## src/rtl/norm_sq_seq_if.sv

```systemverilog
// Vector-in / squared-magnitude-out handshake bundle.
// master drives the vector and out_ready; slave is the unit.
interface norm_sq_seq_if #(
    parameter int N     = 16,
    parameter int OUT_W = 24
);
    logic signed [N-1:0] in_x;
    logic signed [N-1:0] in_y;
    logic signed [N-1:0] in_z;
    logic                in_valid;
    logic                in_ready;
    logic [OUT_W-1:0]    out_sum;
    logic                out_sat;
    logic                out_valid;
    logic                out_ready;

    modport master (
        output in_x, in_y, in_z, in_valid, out_ready,
        input  in_ready, out_sum, out_sat, out_valid
    );

    modport slave (
        input  in_x, in_y, in_z, in_valid, out_ready,
        output in_ready, out_sum, out_sat, out_valid
    );
endinterface

```

## src/rtl/norm_sq_seq.sv

```systemverilog
// Sequential |v|^2 unit: one DRUM squarer shared over x, y, z,
// saturating accumulate, valid/ready result.
module square #(
    parameter int N          = 16,
    parameter int K          = 5,
    parameter int POST_SHIFT = 8
) (
    input  logic signed [N-1:0] a,
    output logic [2*N-1:0]      y
);
    localparam int LW = $clog2(N);
    localparam int PW = 2 * N;

    logic [N-1:0]  mag;
    logic [LW-1:0] lead;
    logic [LW-1:0] shamt;
    logic [K-1:0]  trunc;
    logic [PW-1:0] full;

    always_comb begin
        mag   = a[N-1] ? (~$unsigned(a) + 1'b1) : $unsigned(a);
        lead  = '0;
        shamt = '0;
        trunc = '0;
        full  = '0;
        for (int i = 0; i < N; i++) begin
            if (mag[i]) lead = LW'(i);
        end
        if (lead < LW'(K)) begin
            full = PW'(mag) * PW'(mag);
        end else begin
            // keep K bits below the leading one, force LSB to unbias
            shamt = lead - LW'(K - 1);
            trunc = K'(mag >> shamt) | K'(1);
            full  = (PW'(trunc) * PW'(trunc)) << {shamt, 1'b0};
        end
    end

    assign y = full >> POST_SHIFT;
endmodule

module norm_sq_seq #(
    parameter int N          = 16,
    parameter int K          = 5,
    parameter int POST_SHIFT = 8,
    parameter int OUT_W      = 24
) (
    input  logic          clk,
    input  logic          rst,
    norm_sq_seq_if.slave  bus
);
    localparam int ACC_W = 2 * N + 2;
    localparam logic [ACC_W-1:0] SAT_MAX =
        (ACC_W'(1) << OUT_W) - ACC_W'(1);

    typedef enum logic [2:0] {
        IDLE, SQ_X, SQ_Y, SQ_Z, DONE
    } state_t;

    state_t              state, state_d;
    logic signed [N-1:0] x_q, y_q, z_q;
    logic signed [N-1:0] sq_in;
    logic [2*N-1:0]      sq_out;
    logic [ACC_W-1:0]    acc_q, acc_sum;
    logic [OUT_W-1:0]    sum_q;
    logic                sat_q;
    logic                accept, over, busy_sq;

    square #(
        .N(N), .K(K), .POST_SHIFT(POST_SHIFT)
    ) u_sq (
        .a(sq_in),
        .y(sq_out)
    );

    assign accept  = bus.in_valid && bus.in_ready;
    assign acc_sum = acc_q + ACC_W'(sq_out);
    assign over    = acc_sum > SAT_MAX;

    always_comb begin
        state_d = state;
        sq_in   = '0;
        busy_sq = 1'b0;
        case (state)
            IDLE: if (accept) state_d = SQ_X;
            SQ_X: begin
                sq_in   = x_q;
                busy_sq = 1'b1;
                state_d = SQ_Y;
            end
            SQ_Y: begin
                sq_in   = y_q;
                busy_sq = 1'b1;
                state_d = SQ_Z;
            end
            SQ_Z: begin
                sq_in   = z_q;
                busy_sq = 1'b1;
                state_d = DONE;
            end
            DONE: if (bus.out_ready) state_d = IDLE;
            default: state_d = IDLE;
        endcase
    end

    always_ff @(posedge clk or posedge rst) begin
        if (rst) state <= IDLE;
        else     state <= state_d;
    end

    always_ff @(posedge clk or posedge rst) begin
        if (rst) begin
            x_q   <= '0;
            y_q   <= '0;
            z_q   <= '0;
            acc_q <= '0;
            sum_q <= '0;
            sat_q <= 1'b0;
        end else begin
            if (accept) begin
                x_q   <= bus.in_x;
                y_q   <= bus.in_y;
                z_q   <= bus.in_z;
                acc_q <= '0;
            end
            if (busy_sq) acc_q <= acc_sum;
            if (state == SQ_Z) begin
                sum_q <= over ? '1 : acc_sum[OUT_W-1:0];
                sat_q <= over;
            end
        end
    end

    // rst gates in_ready so nothing is accepted while held in reset
    assign bus.in_ready  = (state == IDLE) && !rst;
    assign bus.out_valid = (state == DONE);
    assign bus.out_sum   = sum_q;
    assign bus.out_sat   = sat_q;
endmodule

```

## src/flat_wrapper.sv

```systemverilog
// flat-port wrapper written by rule: the top's interface ports become plain ports
module norm_sq_seq_flat 
#(
    parameter int N          = 16,
    parameter int K          = 5,
    parameter int POST_SHIFT = 8,
    parameter int OUT_W      = 24
)
  (clk, rst, bus_in_x, bus_in_y, bus_in_z, bus_in_valid, bus_out_ready, bus_in_ready, bus_out_sum, bus_out_sat, bus_out_valid);
  norm_sq_seq_if #(.N(N), .OUT_W(OUT_W)) bus_i ();
  input  logic clk;
  input  logic rst;
  input wire logic [$bits(bus_i.in_x)-1:0] bus_in_x;
  input wire logic [$bits(bus_i.in_y)-1:0] bus_in_y;
  input wire logic [$bits(bus_i.in_z)-1:0] bus_in_z;
  input wire logic [$bits(bus_i.in_valid)-1:0] bus_in_valid;
  input wire logic [$bits(bus_i.out_ready)-1:0] bus_out_ready;
  output wire logic [$bits(bus_i.in_ready)-1:0] bus_in_ready;
  output wire logic [$bits(bus_i.out_sum)-1:0] bus_out_sum;
  output wire logic [$bits(bus_i.out_sat)-1:0] bus_out_sat;
  output wire logic [$bits(bus_i.out_valid)-1:0] bus_out_valid;
  assign bus_i.in_x = bus_in_x;
  assign bus_i.in_y = bus_in_y;
  assign bus_i.in_z = bus_in_z;
  assign bus_i.in_valid = bus_in_valid;
  assign bus_i.out_ready = bus_out_ready;
  assign bus_in_ready = bus_i.in_ready;
  assign bus_out_sum = bus_i.out_sum;
  assign bus_out_sat = bus_i.out_sat;
  assign bus_out_valid = bus_i.out_valid;
  norm_sq_seq #(.N(N), .K(K), .POST_SHIFT(POST_SHIFT), .OUT_W(OUT_W)) u_core (.clk(clk), .rst(rst), .bus(bus_i));
endmodule
```

## config.mk

```make
export PLATFORM = sky130hd
export DESIGN_NAME = norm_sq_seq_flat
export DESIGN_NICKNAME = d
export VERILOG_FILES = /design/src/rtl/norm_sq_seq_if.sv /design/src/rtl/norm_sq_seq.sv /design/src/flat_wrapper.sv
export SDC_FILE = /design/constraint.sdc
export NUM_CORES = 1
export LEC_CHECK = 0
export CELL_PAD_IN_SITES_DETAIL_PLACEMENT = 2
export CELL_PAD_IN_SITES_GLOBAL_PLACEMENT = 2
export CORE_ASPECT_RATIO = 1.1
export CORE_MARGIN = 2
export CORE_UTILIZATION = 43
export DETAILED_ROUTE_END_ITERATION = 7
export GPL_ROUTABILITY_DRIVEN = 1
export MAX_ROUTING_LAYER = met4
export PLACE_DENSITY_LB_ADDON = 0.1
export SLEW_MARGIN = 40
export SYNTH_ARGS = -nofsm -noshare
export SYNTH_HDL_FRONTEND = slang
export SYNTH_SLANG_ARGS = --single-unit
export TNS_END_PERCENT = 50
```

## constraint.sdc

```tcl
create_clock -name clk -period 19.05 [get_ports clk]
set_clock_uncertainty 0.2 [all_clocks]
set_input_delay 3.81 -clock clk [delete_from_list [all_inputs] [get_ports clk]]
set_output_delay 3.81 -clock clk [all_outputs]
set_load 0.05 [all_outputs]
```

==> flow_metrics.tcl <==
set metrics [dict create \
    port_buffers 78 \
    synth_top_area_share_pct 22.3 \
    num_rows 71 \
    synth_edf_count 0 \
    clk_latency_ns 0.37 \
    synth_area_leader_cell "fa_1" \
    die_h_um 200 \
    cp.buffers_inverters 9 \
    dp_hpwl_mm 42.9 \
    htree_levels 3 \
    area_delta_synth_final_pct 11.0 \
    drive_gt1_share_pct 10.1 \
    postCtsSetupRepairBufs 0 \
    status "completed" \
    viasPerCell 5.89 \
    grt_pass1_vias 14800 \
    die_area_um2 36400 \
    hold_depth 1 \
    cap_violations 0 \
    layout.nets 2066 \
    cts_resized 0 \
    hold_buffers 0 \
    synth_cells 1662 \
    finalSetupViolations 0 \
    cp.arrival_ns 14.63 \
    yosysUniqueCellTypes 88 \
    drt_iter0_drc 526 \
    antenna_cells 0 \
    grt_max_degree 66 \
    critPathCaptureType "register" \
    r2r_cells 53 \
    dr.pass1.iters 5 \
    crit_path_start_kind "register" \
    rsz0062_at_grt "no" \
    ys_async_sr_fraction_pct 100 \
    drv_slew 0 \
    worst_pin_slew_ns 0.934 \
    numCtsBuffers 9 \
    critPathRequiredTime_ns 19.07 \
    grt_use_total_pct 31.1 \
    grt_pass1_wl_mm 84.3 \
    num_vias 12700 \
    post-route-period-util_pct 76.7 \
    num-fill-cells 3710 \
    cp_slowest_cell "o21a_1" \
    clk_pin_slew_worst_paths_ns 0.08 \
    slowest_delay_ns 0.66 \
    die_w_um 182 \
    ant_nets 0 \
    path_delay_family "compound AO/OA/AOI/OAI gates" \
    min_path_type "register to register" \
    antenna_found_initial 0 \
    min_period_ns 14.61 \
    hold_viol 0 \
    place_congestion 0.907 \
    yosys_warnings 0 \
    synth.cell_area_um2 15000 \
    cts.path.max_buffers 2 \
    cp_num_cells 53 \
    slew_headroom_pct 37.3 \
    synthTopCellsByArea "fa_1, dfrtp_1, ha_1, inv_1, nor2_1" \
    critical_path.max_fanout 31 \
    cts_sinks 110 \
    fin_tns_setup_ns 0 \
    crit_path_frequent_cell "inv_1" \
    cts_tree "built" \
    drc 0 \
    core_area_um2 34300 \
    synth.avg_cell_area_um2 9.04 \
    io_pins 79 \
    yosysSeqAreaShare_pct 18.3 \
    grt_overflow 0 \
    clock-root-buffer "clkbuf_16" \
    initial_core_util_pct 43.8 \
    wl_per_cell_um 24.7 \
    critPathKind "register to register" \
    ys_ff_latch 110 \
    wl_mm 53.3 \
    fmax_mhz 68.4 \
    synthFlopType "dfrtp_1" \
]
[synthesized netlist by cell type, types with 10 or more instances]
library cell	n
a211oi_2	11
nand2_1	121
xor2_1	25
mux2_2	53
nor3_1	32
o21ai_0	58
clkbuf_1	53
nor2_1	165
inv_1	215
nand3_1	54
mux2i_1	20
a31oi_1	38
a21oi_1	89
a21o_1	26
o31ai_1	16
o211ai_1	11
ha_1	133
fa_1	167
xnor2_1	38
dfrtp_1	110
nor2b_1	10
nand2b_1	12
[routing by layer]
metal | part of all wire, % | vias up | track usage [%]
met5 | 0 | - | -
met4 | 4.0 | 0 | 12.2
met3 | 3.1 | 129 | 3.59
met2 | 53 | 258 | 57.4
met1 | 40 | 6581 | 34.5
li1 | - | 5734 | -
[final timing paths]
check	from	to	slack, ns
setup / recovery	u_core.state[1]	u_core.bus.out_sum[19]	4.44
min in group asynchronous	rst	u_core.x_q[6]	3.77
hold / removal	u_core.x_q[10]	u_core.x_q[10]	0.32
max in group asynchronous	rst	u_core.acc_q[19]	13.87
setup reg to reg	u_core.state[1]	u_core.bus.out_sum[19]	4.44
hold reg to reg	u_core.x_q[10]	u_core.x_q[10]	0.32
[registers in the layout (all words and copies together), names as in the netlist]
name                cells
u_core.x_q             16
u_core.state            3
u_core.y_q             16
u_core.bus.out_sat      1
u_core.z_q             16
u_core.acc_q           34
u_core.bus.out_sum     24
[cell type report]
| class | count | area [µm²] | area share (%) |
|---|---|---|---|
| well taps | 438 | 548 | 3.29 |
| multi-input cells | 1265 | 11200 | 67.4 |
| flip-flops and latches | 110 | 2750 | 16.5 |
| clock inverters | 7 | 87.6 | 0.525 |
| inverters | 224 | 843 | 5.06 |
| repair buffers | 104 | 983 | 5.90 |
| clock buffers | 9 | 225 | 1.35 |
[layout by cell type (no fill, tap or decap), drive strengths merged, types with 10 or more instances in the layout]
cell type,synthesis,routed
inv,221,224
fa,167,167
nor2,165,165
ha,133,133
nand2,121,121
dfrtp,110,110
a21oi,90,90
clkdlybuf4s50,0,78
o21ai,66,66
mux2,56,56
nand3,55,55
xnor2,42,42
a31oi,41,41
nor3,36,36
xor2,27,27
a21o,26,26
buf,20,26
mux2i,21,21
a211oi,20,20
o31ai,17,17
nor4,14,14
nand2b,12,12
conb,2,12
o211ai,11,11
nor2b,10,10
[kinds of logic (layout without fill, tap and decap cells)]
family	after synthesis	count (layout)	share of synthesized area [%]
adder cells (fa/ha/maj)	300	300	33.3
AO/OA/AOI/OAI	346	346	16.0
multiplexers	78	78	5.82
other	2	12	0.0500
AND/OR/NAND/NOR	460	460	14.4
flip-flops	110	110	18.3
buffers and inverters	297	344	7.75
XOR/XNOR	69	69	4.32
[worst reg2reg max path, delay by kind of cell (launching register included)]
kind | cells | cell delay (ns)
AOI/OAI and AO/OA | 25 | 6.31
xor gates and xnor gates | 2 | 0.37
adders and majority gates | 7 | 3.07
buffers and inverters | 9 | 2.04
DFF | 1 | 0.56
muxes | 2 | 0.62
and+or+nand+nor | 8 | 1.31
[stage by stage]
stage	setup WS, ns	cell area, µm²	std cells	hold WS (ns)	utilization (%)
6_report	4.44	16700	2157	0.320	48.6
5_1_grt	3.48	16700	2157	0.340	48.6
4_1_cts	4.37	16600	2157	0.314	48.5
3_5_place_dp	4.44	16300	2141	0.297	47.6
3_3_place_gp	4.86	16300	2140	0.286	47.5
2_1_floorplan	7.11	15100	1672	0.274	-
Power is left out: the tool's default activity adds up to more than one toggle a clock period on the data nets, which glitch-free logic cannot reach.
